`src/rtl/pipe_hazard_ctrl.sv`:
```
// Stall/flush controller for the 5-stage pipeline.
// Handles load-use hazards, branch squashes, data-memory wait sequencing and the timeout watchdog.
module pipe_hazard_ctrl #(
  parameter int unsigned MAX_WAIT = 16,
  parameter int unsigned CNT_W    = 32
) (
  input  logic             CLK,
  input  logic             RSTn,
  input  logic [4:0]       ID_Rs,
  input  logic [4:0]       ID_Rt,
  input  logic             ID_UsesRt,
  input  logic             ID_BranchTaken,
  input  logic             EX_MemRead,
  input  logic [4:0]       EX_WriteReg,
  input  logic             MEM_MemRead,
  input  logic             MEM_MemWrite,
  input  logic             dmem_ready,
  output logic             PCWrite,
  output logic             IFID_Write,
  output logic             IFID_Flush,
  output logic             IDEX_Flush,
  output logic             EXMEM_Write,
  output logic             MEMWB_Bubble,
  output logic             dmem_req,
  output logic             mem_timeout,
  output logic [CNT_W-1:0] stall_cycles
);

  localparam int unsigned WCW = (MAX_WAIT > 2) ? $clog2(MAX_WAIT) : 1;

  typedef enum logic [1:0] {
    RUN      = 2'd0,
    MEM_WAIT = 2'd1,
    ERROR    = 2'd2
  } state_t;

  state_t           r_state;
  logic [WCW-1:0]   r_wait_cnt;
  logic [CNT_W-1:0] r_stall_cycles;
  logic             r_timeout;

  logic w_mem_acc;
  logic w_hazard;
  logic w_pc_write, w_ifid_write, w_ifid_flush, w_idex_flush;
  logic w_exmem_write, w_memwb_bubble, w_dmem_req;
  logic w_wait_last;

  assign w_mem_acc   = MEM_MemRead | MEM_MemWrite;
  assign w_hazard    = EX_MemRead && (EX_WriteReg != 5'd0) &&
                       ((EX_WriteReg == ID_Rs) || (ID_UsesRt && (EX_WriteReg == ID_Rt)));
  assign w_wait_last = (r_wait_cnt == WCW'(MAX_WAIT - 1));

  always_comb begin
    w_pc_write     = 1'b1;
    w_ifid_write   = 1'b1;
    w_ifid_flush   = 1'b0;
    w_idex_flush   = 1'b0;
    w_exmem_write  = 1'b1;
    w_memwb_bubble = 1'b0;
    w_dmem_req     = 1'b0;
    case (r_state)
      RUN, MEM_WAIT: begin
        // A pending memory access freezes the front end, so hazard/branch wait for ready.
        if (w_mem_acc || (r_state == MEM_WAIT)) w_dmem_req = 1'b1;
        if ((r_state == MEM_WAIT) ? !dmem_ready : (w_mem_acc && !dmem_ready)) begin
          w_pc_write     = 1'b0;
          w_ifid_write   = 1'b0;
          w_exmem_write  = 1'b0;
          w_memwb_bubble = 1'b1;
        end else if (w_hazard) begin
          w_pc_write   = 1'b0;
          w_ifid_write = 1'b0;
          w_idex_flush = 1'b1;
        end else if (ID_BranchTaken) begin
          w_ifid_flush = 1'b1;
        end
      end
      default: begin
        w_pc_write     = 1'b0;
        w_ifid_write   = 1'b0;
        w_exmem_write  = 1'b0;
        w_memwb_bubble = 1'b1;
        w_idex_flush   = 1'b1;
      end
    endcase
  end

  always_ff @(posedge CLK or negedge RSTn) begin
    if (!RSTn) begin
      r_state        <= RUN;
      r_wait_cnt     <= '0;
      r_stall_cycles <= '0;
      r_timeout      <= 1'b0;
    end else begin
      if (!w_pc_write && (r_stall_cycles != '1))
        r_stall_cycles <= r_stall_cycles + CNT_W'(1);
      case (r_state)
        RUN: begin
          if (w_mem_acc && !dmem_ready) begin
            r_state    <= MEM_WAIT;
            r_wait_cnt <= WCW'(1);
          end
        end
        MEM_WAIT: begin
          if (dmem_ready) begin
            r_state    <= RUN;
            r_wait_cnt <= '0;
          end else if (w_wait_last) begin
            r_state   <= ERROR;
            r_timeout <= 1'b1;
          end else begin
            r_wait_cnt <= r_wait_cnt + WCW'(1);
          end
        end
        default: begin
          r_state   <= ERROR;
          r_timeout <= 1'b1;
        end
      endcase
    end
  end

  // Combinational controls are masked so reset forces every output low immediately.
  assign PCWrite      = w_pc_write     & RSTn;
  assign IFID_Write   = w_ifid_write   & RSTn;
  assign IFID_Flush   = w_ifid_flush   & RSTn;
  assign IDEX_Flush   = w_idex_flush   & RSTn;
  assign EXMEM_Write  = w_exmem_write  & RSTn;
  assign MEMWB_Bubble = w_memwb_bubble & RSTn;
  assign dmem_req     = w_dmem_req     & RSTn;
  assign mem_timeout  = r_timeout      & RSTn;
  assign stall_cycles = r_stall_cycles;

endmodule

```
`config.mk`:
```
export PLATFORM = sky130hd
export DESIGN_NAME = pipe_hazard_ctrl
export DESIGN_NICKNAME = d
export VERILOG_FILES = /design/src/rtl/pipe_hazard_ctrl.sv
export SDC_FILE = /design/constraint.sdc
export NUM_CORES = 1
export LEC_CHECK = 0
export BUFFER_PORTS_ARGS = -buffer_cell sky130_fd_sc_hd__buf_2
export CAP_MARGIN = 30
export CELL_PAD_IN_SITES_DETAIL_PLACEMENT = 1
export CELL_PAD_IN_SITES_GLOBAL_PLACEMENT = 2
export CORE_MARGIN = 1
export CORE_UTILIZATION = 30
export CTS_BUF_LIST = sky130_fd_sc_hd__clkbuf_4
export CTS_CLUSTER_DIAMETER = 40
export DETAILED_ROUTE_END_ITERATION = 10
export GPL_ROUTABILITY_DRIVEN = 1
export MAX_ROUTING_LAYER = met4
export PLACE_DENSITY_LB_ADDON = 0.25
export SLEW_MARGIN = 20
export SYNTH_ARGS = -nofsm -noshare
export SYNTH_HDL_FRONTEND = slang
export SYNTH_SLANG_ARGS = --single-unit
```
`constraint.sdc`:
```
create_clock -name CLK -period 1.7 [get_ports CLK]
set_clock_uncertainty 0.1 [all_clocks]
set_input_delay 0.17 -clock CLK [delete_from_list [all_inputs] [get_ports CLK]]
set_output_delay 0.17 -clock CLK [all_outputs]
set_load 0.02 [all_outputs]
```
After elaboration in Yosys (flattened, before gate mapping)
Index checks and enable logic that the tools add are counted.

cells by class
  add/subtract/negate cells = 2
  multiply operators = 0
  divide/modulo/power cells = 0
  $lt $le $gt $ge = 0
  eq/ne operators = 10
  shift-type cells = 0
  multiplexer cells = 28
  bitwise gates (word level) = 9
  reductions and logical operators = 16

operators with widths
  cell                     count
  $add A32 B1 Y32 const B  1
  $ne A32 B32 Y1 const B   1
  $mux W1                  19
  $mux W4                  3
  $eq A5 B5 Y1             2
  $pmux W4 S2              1
  $and A1 B1 Y1            7
  $mux W2                  3
  $ne A2 B2 Y1 const B     3
  $ne A3 B3 Y1 const B     2
  $reduce_and A3 Y1        2
  $logic_and A1 B1 Y1      5
  $reduce_bool A5 Y1       1
  $add A4 B1 Y4 const B    1
  $eq A4 B4 Y1 const B     1
  $pmux W2 S2              1
  $eq A2 B1 Y1 const B     1
  $logic_not A1 Y1         2
  $logic_not A2 Y1         1
  $logic_or A1 B1 Y1       2
  $pmux W1 S2              1
  $reduce_and A2 Y1        1
  $reduce_bool A2 Y1       1
  $reduce_or A2 Y1         1
  2 further kinds          2

word-level totals
  flip-flop bits (word level) = 39
  latch bits = 0
  bits in writable memories = 0
  memory bits (read-only) = 0
  word-level logic and storage cells = 69
  memories kept = 0

Depth between registers and ports, before layout
Gate-level depths: netlist (run 1).

  depth in word-level cells = 9
  depth in mapped cells = 8
  mapped depth without buffers = 7

Least setup slack after synthesis (run 1)
No wires, ideal clock.

  kind = reg2reg
  start = reg r_stall_cycles[0], in the netlist stall_cycles[0]
  end = reg r_stall_cycles[1], in the netlist stall_cycles[1]
  setup time = 0.125 ns
  arrival = 1.856 ns
  required time = 1.475 ns
  setup slack = -0.380 ns
  stages on the path, launching flop included = 8
  path buffers = 0
  clock period less this slack = 2.080 ns
  cell sequence = dfrtp_1 ha_1 nand3_1 nor3_4 and4_4 nand2_4 nand2_1 mux2_2

on the way
  cells in the longest elaborated chain, start to end = 2
  elaborated cells between the ends (all ways) = 3

ends and longest elaborated chain
  item                                                                     line  source
  from (decl)                                                              39    logic [CNT_W-1:0] r_stall_cycles;
  from (signal assigned)                                                   96    r_stall_cycles <= r_stall_cycles + CNT_W'(1);
  parallel branches: the longest is 2 deep, another holds $add A32 B1 Y32  n/a

Several ways; the timed one is not identified.
A chain may end at the register's enable or synchronous reset.

Worst setup path in the final report (run 1)
  start = reg r_state[0]
  end = out IDEX_Flush

on the way
  cells in the longest elaborated chain, start to end = 5
  elaborated cells between the ends (all ways) = 7

ends and longest elaborated chain
  item                    line    source
  from (decl)             37      state_t r_state;
  from (signal assigned)  90      r_state <= RUN;
  from (signal assigned)  100     r_state <= MEM_WAIT;
  from (signal assigned)  106     r_state <= RUN;
  $eq A2 B1 Y1            61, 65
  $mux W1 (2 in series)   65      if ((r_state == MEM_WAIT) ? !dmem_ready : (w_mem_acc && !dmem_ready)) begin
  $mux W1 (*)             61      case (r_state)
  $and A1 B1 Y1 (*)       127     assign IDEX_Flush = w_idex_flush & RSTn;
  to (decl)               21      output logic IDEX_Flush,

Every way passes the cells marked *; elsewhere a longest branch is shown, timed or not.

==> results of run 1 <==
==> sequential cells by signal, summed over array words and instances, names as in the netlist <==
register,flops
stall_cycles,32
r_wait_cnt,4
r_state,2
r_timeout,1
==> worst paths after layout <==
check	startpoint	endpoint	slack [ns]	cells past startpoint
setup / recovery	r_state[0]	IDEX_Flush	-0.16	7
hold / removal	RSTn	r_wait_cnt[0]	0.07	2
setup reg to reg	stall_cycles[1]	stall_cycles[1]	-0.16	7
hold reg to reg	r_timeout	r_timeout	0.39	1
max in group asynchronous	RSTn	stall_cycles[17]	0.70	3
min in group CLK	dmem_ready	r_state[0]	0.07	3
==> logic make-up (layout without fill, tap and decap cells) <==
kind of cell,Yosys count,count (layout),share of synthesized area (%)
XOR/XNOR,41,41,16.5
adder cells (fa/ha/maj),2,2,1.15
AO/OA/AOI/OAI,13,13,4.76
buffers and inverters,7,146,1.89
flip-flops,39,39,44.8
multiplexers,2,2,1.03
AND/OR/NAND/NOR,104,104,29.9
==> critical path, delay by kind of cell, from the launching register on <==
family	cells	cell delay, ns
buffers and inverters	3	0.35
and+or+nand+nor	3	0.33
DFF	1	0.40
AOI/OAI and AO/OA	1	0.18
==> final cells by class <==
class | count | area, um^2 | share of cell area [%]
multi-input combinational | 162 | 1420 | 39.2
sequential | 39 | 988 | 27.4
timing repair buffer | 136 | 977 | 27.0
tap | 96 | 120 | 3.32
clock inverter | 2 | 60.1 | 1.66
clock buffer | 6 | 45.0 | 1.25
inverter | 2 | 7.51 | 0.208
==> what timing repair did <==
item / 4_1_cts / 5_1_grt
hold buffers: 1 / 0
buffers inserted: 9 / 3
cloned: 1 / 0
pin swaps: 32 / 27
endpoints found under the setup margin: 40 / 42
endpoints found under the hold margin: 39 / 0
resized for setup: 35 / 24
==> placed cells by master (no fill, tap or decap), types with 7 or more instances in the layout <==
| master | n |
|---|---|
| buf_4 | 64 |
| buf_2 | 56 |
| xnor2_1 | 34 |
| dfrtp_1 | 29 |
| nand2_1 | 16 |
| nand4_1 | 15 |
| buf_6 | 11 |
| dfrtp_2 | 10 |
| nor2_1 | 9 |
| and3_1 | 8 |
| nand3_4 | 8 |
| xnor2_2 | 7 |
==> power breakdown <==
part	total, W	switching [W]	internal (W)
sequential	0.00110	0.0000780	0.00102
clock	0.000802	0.000327	0.000475
combinational	0.000950	0.000456	0.000495
total	0.00285	0.000861	0.00199
==> metal layers <==
layer / GRT usage, % / part of all wire, %
met1: 22.0 / 44
met2: 33.2 / 52
met3: 3.03 / 2.7
met4: 4.92 / 1.0
met5: - / 0
==> through the flow <==
| step | setup slack (ns) | power (W) | instance area (um^2) |
|---|---|---|---|
| 2_1_floorplan | -0.250 | 0.00153 | 2240 |
| 3_3_place_gp | -0.143 | 0.00191 | 3140 |
| 3_5_place_dp | -0.185 | 0.00195 | 3140 |
| 4_1_cts | -0.181 | 0.00283 | 3480 |
| 5_1_grt | -0.257 | 0.00300 | 3610 |
| 6_report | -0.162 | 0.00285 | 3610 |
==> qor.csv, run 1 <==
metric,value,unit
synth_commonest_cells,"41 x xnor2_1, 39 x dfrtp_1, 18 x nand2_1",
ant_nets,0,
vias,2081,
crit_path_end_kind,output port,
post-route-util,52.3,%
placed_cells,424,
path_class,reg -> out,
yosysTopAreaCell,dfrtp_1,
min_path_type,in -> async,
grt_pass1_wl,10700,um
start_util,31.6,%
dr.pass1.iters,4,
rows,30,
violations,setup timing,
gp_routability_congestion,0.799,
ir_drop,0.337,mV
max_freq,0.537,GHz
drive_gt1_share,58.5,%
boundaryPins,63,
finalSetupViolCount,36,
antenna_found_initial,0,
worst_ep_arrival_time,1.59,ns
die_y,87.3,um
wl_per_cell,14.8,um
async_flop_share,100,%
tightest_slew,0.495,ns
cp_max_fo,2,
fin_crit_sh,110,%
ys_seq_elements,39,
drv_cap,0,
synth_top_flop_cell,dfrtp_1,
synth_area_leaders,"dfrtp_1 45%, xnor2_1 16%, nand4_1 4.3%",
ys_seq_area_share,44.8,%
grt_max_degree,38,
final_nets,371,
synthDistinctLibCells,38,
cts_buffers,5,
worst_slack,-0.162,ns
die_w,87.3,um
grt_usage,18.7,%
slew_headroom,67.0,%
fillers,810,
yosysTopAreaCellShare,44.8,%
clkSinkCount,39,
antennaDiodeCount,0,
dieArea,7610,um^2
cts_tree,done,
cts_buffer_depth,2,
port_buffers,62,
h-tree-depth,2,
drv_slew,0,
synth_edf_count,0,
syn_area_per_cell,10.5,um^2
areaGrowthSynthToFinish,65.7,%
yosysMostFrequentCell,xnor2_1,
synth_nets,233,
period_needed,1.86,ns
wl,6580,um
crit_required,1.43,ns
rsz0062_at_grt,true,
hpwl,4620,um
cpPeakStageDelay,0.40,ns
yosysWarnings,0,
clk_pin_slew,0.11,ns
syn_inst,208,
status,"finished, violations left",
cp-start-kind,flip-flop,
finalSetupTns,-3.43,ns
grt_pass1_vias,2270,
critPathMostFrequentCell,buf_6,
clock_latency,0.36,ns
hold_viol,0,
synth_area,2180,um^2
core_area,6910,um^2
path_cells,buf_6 > nor2b_4 > buf_6 > nor2b_4 > nor3_2 > o21a_1 > buf_6,
p_leak,1.72,nW
grt_overflow,0,
drcViolationCount,0,
critPathSlowestCell,dfrtp_1,
instances_no_fill,443,
avgViaCountPerCell,4.70,
cts_root_buffer,clkbuf_4,
first_iter_violations,39,
whs,0.0731,ns
p_per_area,789,nW/um^2
Note: power is estimated with default switching activity, not from simulation.
==> inputs of run 2 (changes only) <==
--- a/config.mk
+++ b/config.mk
@@ -17,6 +17,7 @@
 export GPL_ROUTABILITY_DRIVEN = 1
 export MAX_ROUTING_LAYER = met4
 export PLACE_DENSITY_LB_ADDON = 0.25
+export SKIP_CTS_REPAIR_TIMING = 1
 export SLEW_MARGIN = 20
 export SYNTH_ARGS = -nofsm -noshare
 export SYNTH_HDL_FRONTEND = slang
==> run 2 against run 1 <==
Net effect:
- the flow still finishes with violations (setup timing)
- via count up 1.3%
- combinational power up 5%
- sequential power about the same
- wire length up 7.8%
- critical endpoint unchanged
==> qor.csv, run 2 (synthesis results as in run 1) <==
metric,value,unit
layout_commonest_cell,buf_4,
boundaryPins,63,
highest_layer,met4,
crit_path_end_kind,output port,
p_per_area,789,nW/um^2
grt_pass1_vias,2165,
drv_cap,0,
whs,0.0669,ns
cp-start-kind,flip-flop,
instances_no_fill,446,
grt_pass1_wl,9960,um
violations,setup timing,
tightest_slew,0.503,ns
dr.pass1.iters,4,
crit_required,1.43,ns
drcViolationCount,0,
antennaDiodeCount,0,
ant_nets,0,
drt-met1-wl,3140,um
clkSinkCount,39,
max_freq,0.532,GHz
port_buffers,62,
drv_slew,0,
areaGrowthSynthToFinish,69.0,%
wl,7090,um
fin_crit_sh,111,%
placed_cells,424,
clock_latency,0.36,ns
antenna_found_initial,0,
ff2ff_setup_slack,-0.18,ns
wl_per_cell,15.9,um
dieArea,7610,um^2
core_area,6910,um^2
slew_headroom,66.5,%
cts_root_buffer,clkbuf_4,
finalSetupViolCount,38,
cts_buffer_depth,2,
worst_ep_arrival_time,1.61,ns
min_path_type,in -> async,
hold_viol,0,
cts_tree,done,
start_util,31.6,%
path_class,reg -> out,
gp_routability_congestion,0.799,
h-tree-depth,2,
period_needed,1.88,ns
first_iter_violations,77,
avgViaCountPerCell,4.73,
clk_pin_slew,0.11,ns
cts_buffers,5,
p_leak,1.79,nW
dr_wl_met3,211,um
die_w,87.3,um
vias,2109,
largest_reg_flops,32,
fillers,798,
hpwl,4620,um
grt_max_degree,38,
drive_gt1_share,58.3,%
grt_overflow,0,
ir_drop,0.380,mV
final_nets,374,
dr_wl_met2,3660,um
cp_max_fo,2,
rows,30,
grt_usage,17.3,%
die_y,87.3,um
layout_common_cells,"59 x buf_4, 57 x buf_2, 33 x xnor2_1, 30 x dfrtp_1",
worst_slack,-0.181,ns
finalSetupTns,-4.64,ns
rsz0062_at_grt,true,
dp_slack,-0.185,ns
status,"finished, violations left",
[run 2: cell types whose count changed in the layout (fill, tap and decap cells not counted), sizes merged]
cell and delta:
clkbuf +3
[run 2: through the flow]
step	area, um^2	utilization [%]	total power, W
2_1_floorplan	2240	-	0.00153
3_3_place_gp	3140	45.4	0.00191
3_5_place_dp	3140	45.4	0.00195
4_1_cts	3240	47.0	0.00276
5_1_grt	3690	53.4	0.00306
6_report	3690	53.4	0.00291
[run 2: worst paths after layout]
path	start	endpoint	cells past startpoint
max	r_state[0]	IDEX_Flush	7
min	RSTn	r_state[0]	2
max reg2reg	r_state[0]	stall_cycles[1]	7
min reg2reg	r_timeout	r_timeout	1
max in group asynchronous	RSTn	stall_cycles[17]	3
min in group CLK	dmem_ready	r_state[0]	3
[run 2: layer usage]
| metal | up-vias | global-route usage (%) |
|---|---|---|
| li1 | 1026 | - |
| met1 | 1042 | 21.3 |
| met2 | 31 | 29.2 |
| met3 | 10 | 3.60 |
| met4 | 0 | 3.58 |
| met5 | - | - |
[run 2: where the power goes]
| group | internal [W] | switching, W | leakage (nW) | total, W |
|---|---|---|---|---|
| Sequential | 0.00102 | 0.0000782 | 0.515 | 0.00110 |
| Combinational | 0.000518 | 0.000482 | 1.22 | 0.00100 |
| Clock | 0.000475 | 0.000333 | 0.0559 | 0.000808 |
| Total | 0.00201 | 0.000894 | 1.79 | 0.00291 |
[run 2: area by class of cell]
class                      instances  area, um^2  area share (%)
multi-input combinational        162        1410            38.2
timing repair buffer             139        1060            28.7
sequential                        39         987            26.8
tap                               96         120            3.26
clock inverter                     2        60.1            1.63
clock buffer                       6        45.0            1.22
inverter                           2        7.51           0.204
[run 2: worst max-delay path: stages (launching register included)]
cell     delay, ns
dfrtp_1       0.42
buf_6         0.13
nor2b_4       0.12
buf_6         0.11
nor2b_4       0.12
nor3_2        0.10
o21a_1        0.15
buf_6         0.12
==> inputs of run 3 (changes only) <==
--- a/config.mk
+++ b/config.mk
@@ -17,6 +17,7 @@
 export GPL_ROUTABILITY_DRIVEN = 1
 export MAX_ROUTING_LAYER = met4
 export PLACE_DENSITY_LB_ADDON = 0.25
+export SETUP_SLACK_MARGIN = 0.5
 export SKIP_CTS_REPAIR_TIMING = 1
 export SLEW_MARGIN = 20
 export SYNTH_ARGS = -nofsm -noshare
==> run 3 against run 2 <==
Net effect:
- the flow still finishes with violations (setup timing)
- clock-buffer cell count unchanged
- die area unchanged
- largest cell class unchanged
- sequential power hardly changed
- sequential share of layout area is 2.3 points lower
- highest routed layer unchanged
==> qor.csv, run 3 (synthesis results as in run 1) <==
metric,value,unit
status,"finished, violations left",
violations,setup timing,
dieArea,7610,um^2
avgViaCountPerCell,4.80,
drive_gt1_share,61.6,%
cts_buffer_depth,2,
drv_slew,0,
core_area,6910,um^2
period_needed,1.95,ns
layout_commonest_cell,buf_6,
p_leak,1.90,nW
cpPeakStageDelay,0.41,ns
grt_max_degree,37,
areaGrowthSynthToFinish,85.0,%
multi_input_area,1490,um^2
finalSetupViolCount,37,
layout_common_cells,"73 x buf_6, 45 x buf_4, 30 x dfrtp_1, 28 x xnor2_1, 25 x buf_2",
p_per_area,694,nW/um^2
boundaryPins,63,
antennaDiodeCount,0,
ir_drop,0.458,mV
switchingPower,0.000939,W
wl_per_cell,16.1,um
cts_tree,done,
largest_reg_flops,32,
h-tree-depth,2,
final_nets,383,
ant_nets,0,
drcViolationCount,0,
hold_start,dmem_ready,
r2r-end,stall_cycles[1],
worstHoldPathCells,3,
rsz0062_at_grt,true,
die_y,87.3,um
drv_cap,0,
crit_required,1.85,ns
cts_root_buffer,clkbuf_4,
port_buffers,62,
worst_r2r_startpoint,r_state[0],
swShare,33.5,%
clkSinkCount,39,
grt_pass1_vias,2053,
crit_path_end_kind,flip-flop,
clock_latency,0.36,ns
whs,0.0539,ns
finalSetupTns,-5.51,ns
power,0.00280,W
die_w,87.3,um
cell_internal_pwr,0.00186,W
slew_headroom,68.3,%
min_path_type,in -> reg,
path_class,reg -> reg,
worst_slack,-0.250,ns
path_cells,nor3_2 > nor2_1 > buf_4 > a311o_2 > buf_12 > nand2_4 > mux2_4,
fin_crit_sh,115,%
ff2ff_setup_slack,-0.25,ns
combPwrFrac,42.8,%
rows,30,
grt_pass1_wl,9850,um
hold_end,r_state[0],
critPathSlowestCell,dfrtp_1,
seq_area,987,um^2
first_iter_violations,68,
dr.pass1.iters,4,
tightest_slew,0.476,ns
worst_ep_arrival_time,2.10,ns
max_freq,0.513,GHz
wl,7320,um
antenna_found_initial,0,
cp_max_fo,8,
hpwl,4760,um
start_util,31.6,%
fillers,759,
hold_viol,0,
grt_overflow,0,
grt_usage,17.1,%
p_seq_share,39.6,%
clk_pin_slew,0.11,ns
cts_buffers,5,
clkPwrFrac,17.6,%
gp_routability_congestion,0.795,
reg2reg_depth,7,
cp-start-kind,flip-flop,
vias,2184,
## run 3: worst max-delay path: cells and delay by family (launching register included)
kind	cells	cell delay [ns]
compound gates	1	0.38
buf+inv	2	0.31
flops	1	0.41
mux	1	0.29
simple gates	3	0.34
## run 3: power by group through the flow
stage | Sequential, W | Combinational (W) | Clock, W
floorplan | 0.00125 | 0.000308 | 0
global placement | 0.00111 | 0.000849 | 0
detailed placement | 0.00111 | 0.000863 | 0
CTS | 0.00110 | 0.000867 | 0.000485
global route | 0.00112 | 0.00128 | 0.000549
finish | 0.00111 | 0.00120 | 0.000492
## run 3: per-stage QoR
step / instances / util [%] / setup WS [ns] / instance area (um^2)
2_1_floorplan: 208 / - / -0.250 / 2320
3_3_place_gp: 420 / 46.1 / -0.199 / 3190
3_5_place_dp: 420 / 46.1 / -0.261 / 3190
4_1_cts: 428 / 46.9 / -0.293 / 3240
5_1_grt: 455 / 58.4 / -0.340 / 4030
6_report: 455 / 58.4 / -0.250 / 4030
## run 3: routing by layer
layer	track usage, %	vias to the layer above	wire length, um
li1	-	1042	-
met1	22.9	1101	3220
met2	27.8	36	3840
met3	2.56	5	206
met4	3.13	0	44
met5	-	-	0
## run 3: worst max-delay path by stage
stage | start | endpoint | slack [ns]
floorplan | stall_cycles[24] | stall_cycles[25] | -0.25
global placement | stall_cycles[24] | stall_cycles[19] | -0.20
detailed placement | stall_cycles[24] | stall_cycles[19] | -0.26
CTS | stall_cycles[24] | stall_cycles[19] | -0.29
global route | r_state[0] | IFID_Flush | -0.34
finish | r_state[0] | stall_cycles[1] | -0.25
## run 3: area by class of cell
class	instances	share of cell area (%)
multi-input combinational	162	36.8
sequential	39	24.5
clock inverter	2	0.186
inverter	2	0.186
timing repair buffer	148	34.2
clock buffer	6	1.12
tap	96	2.98
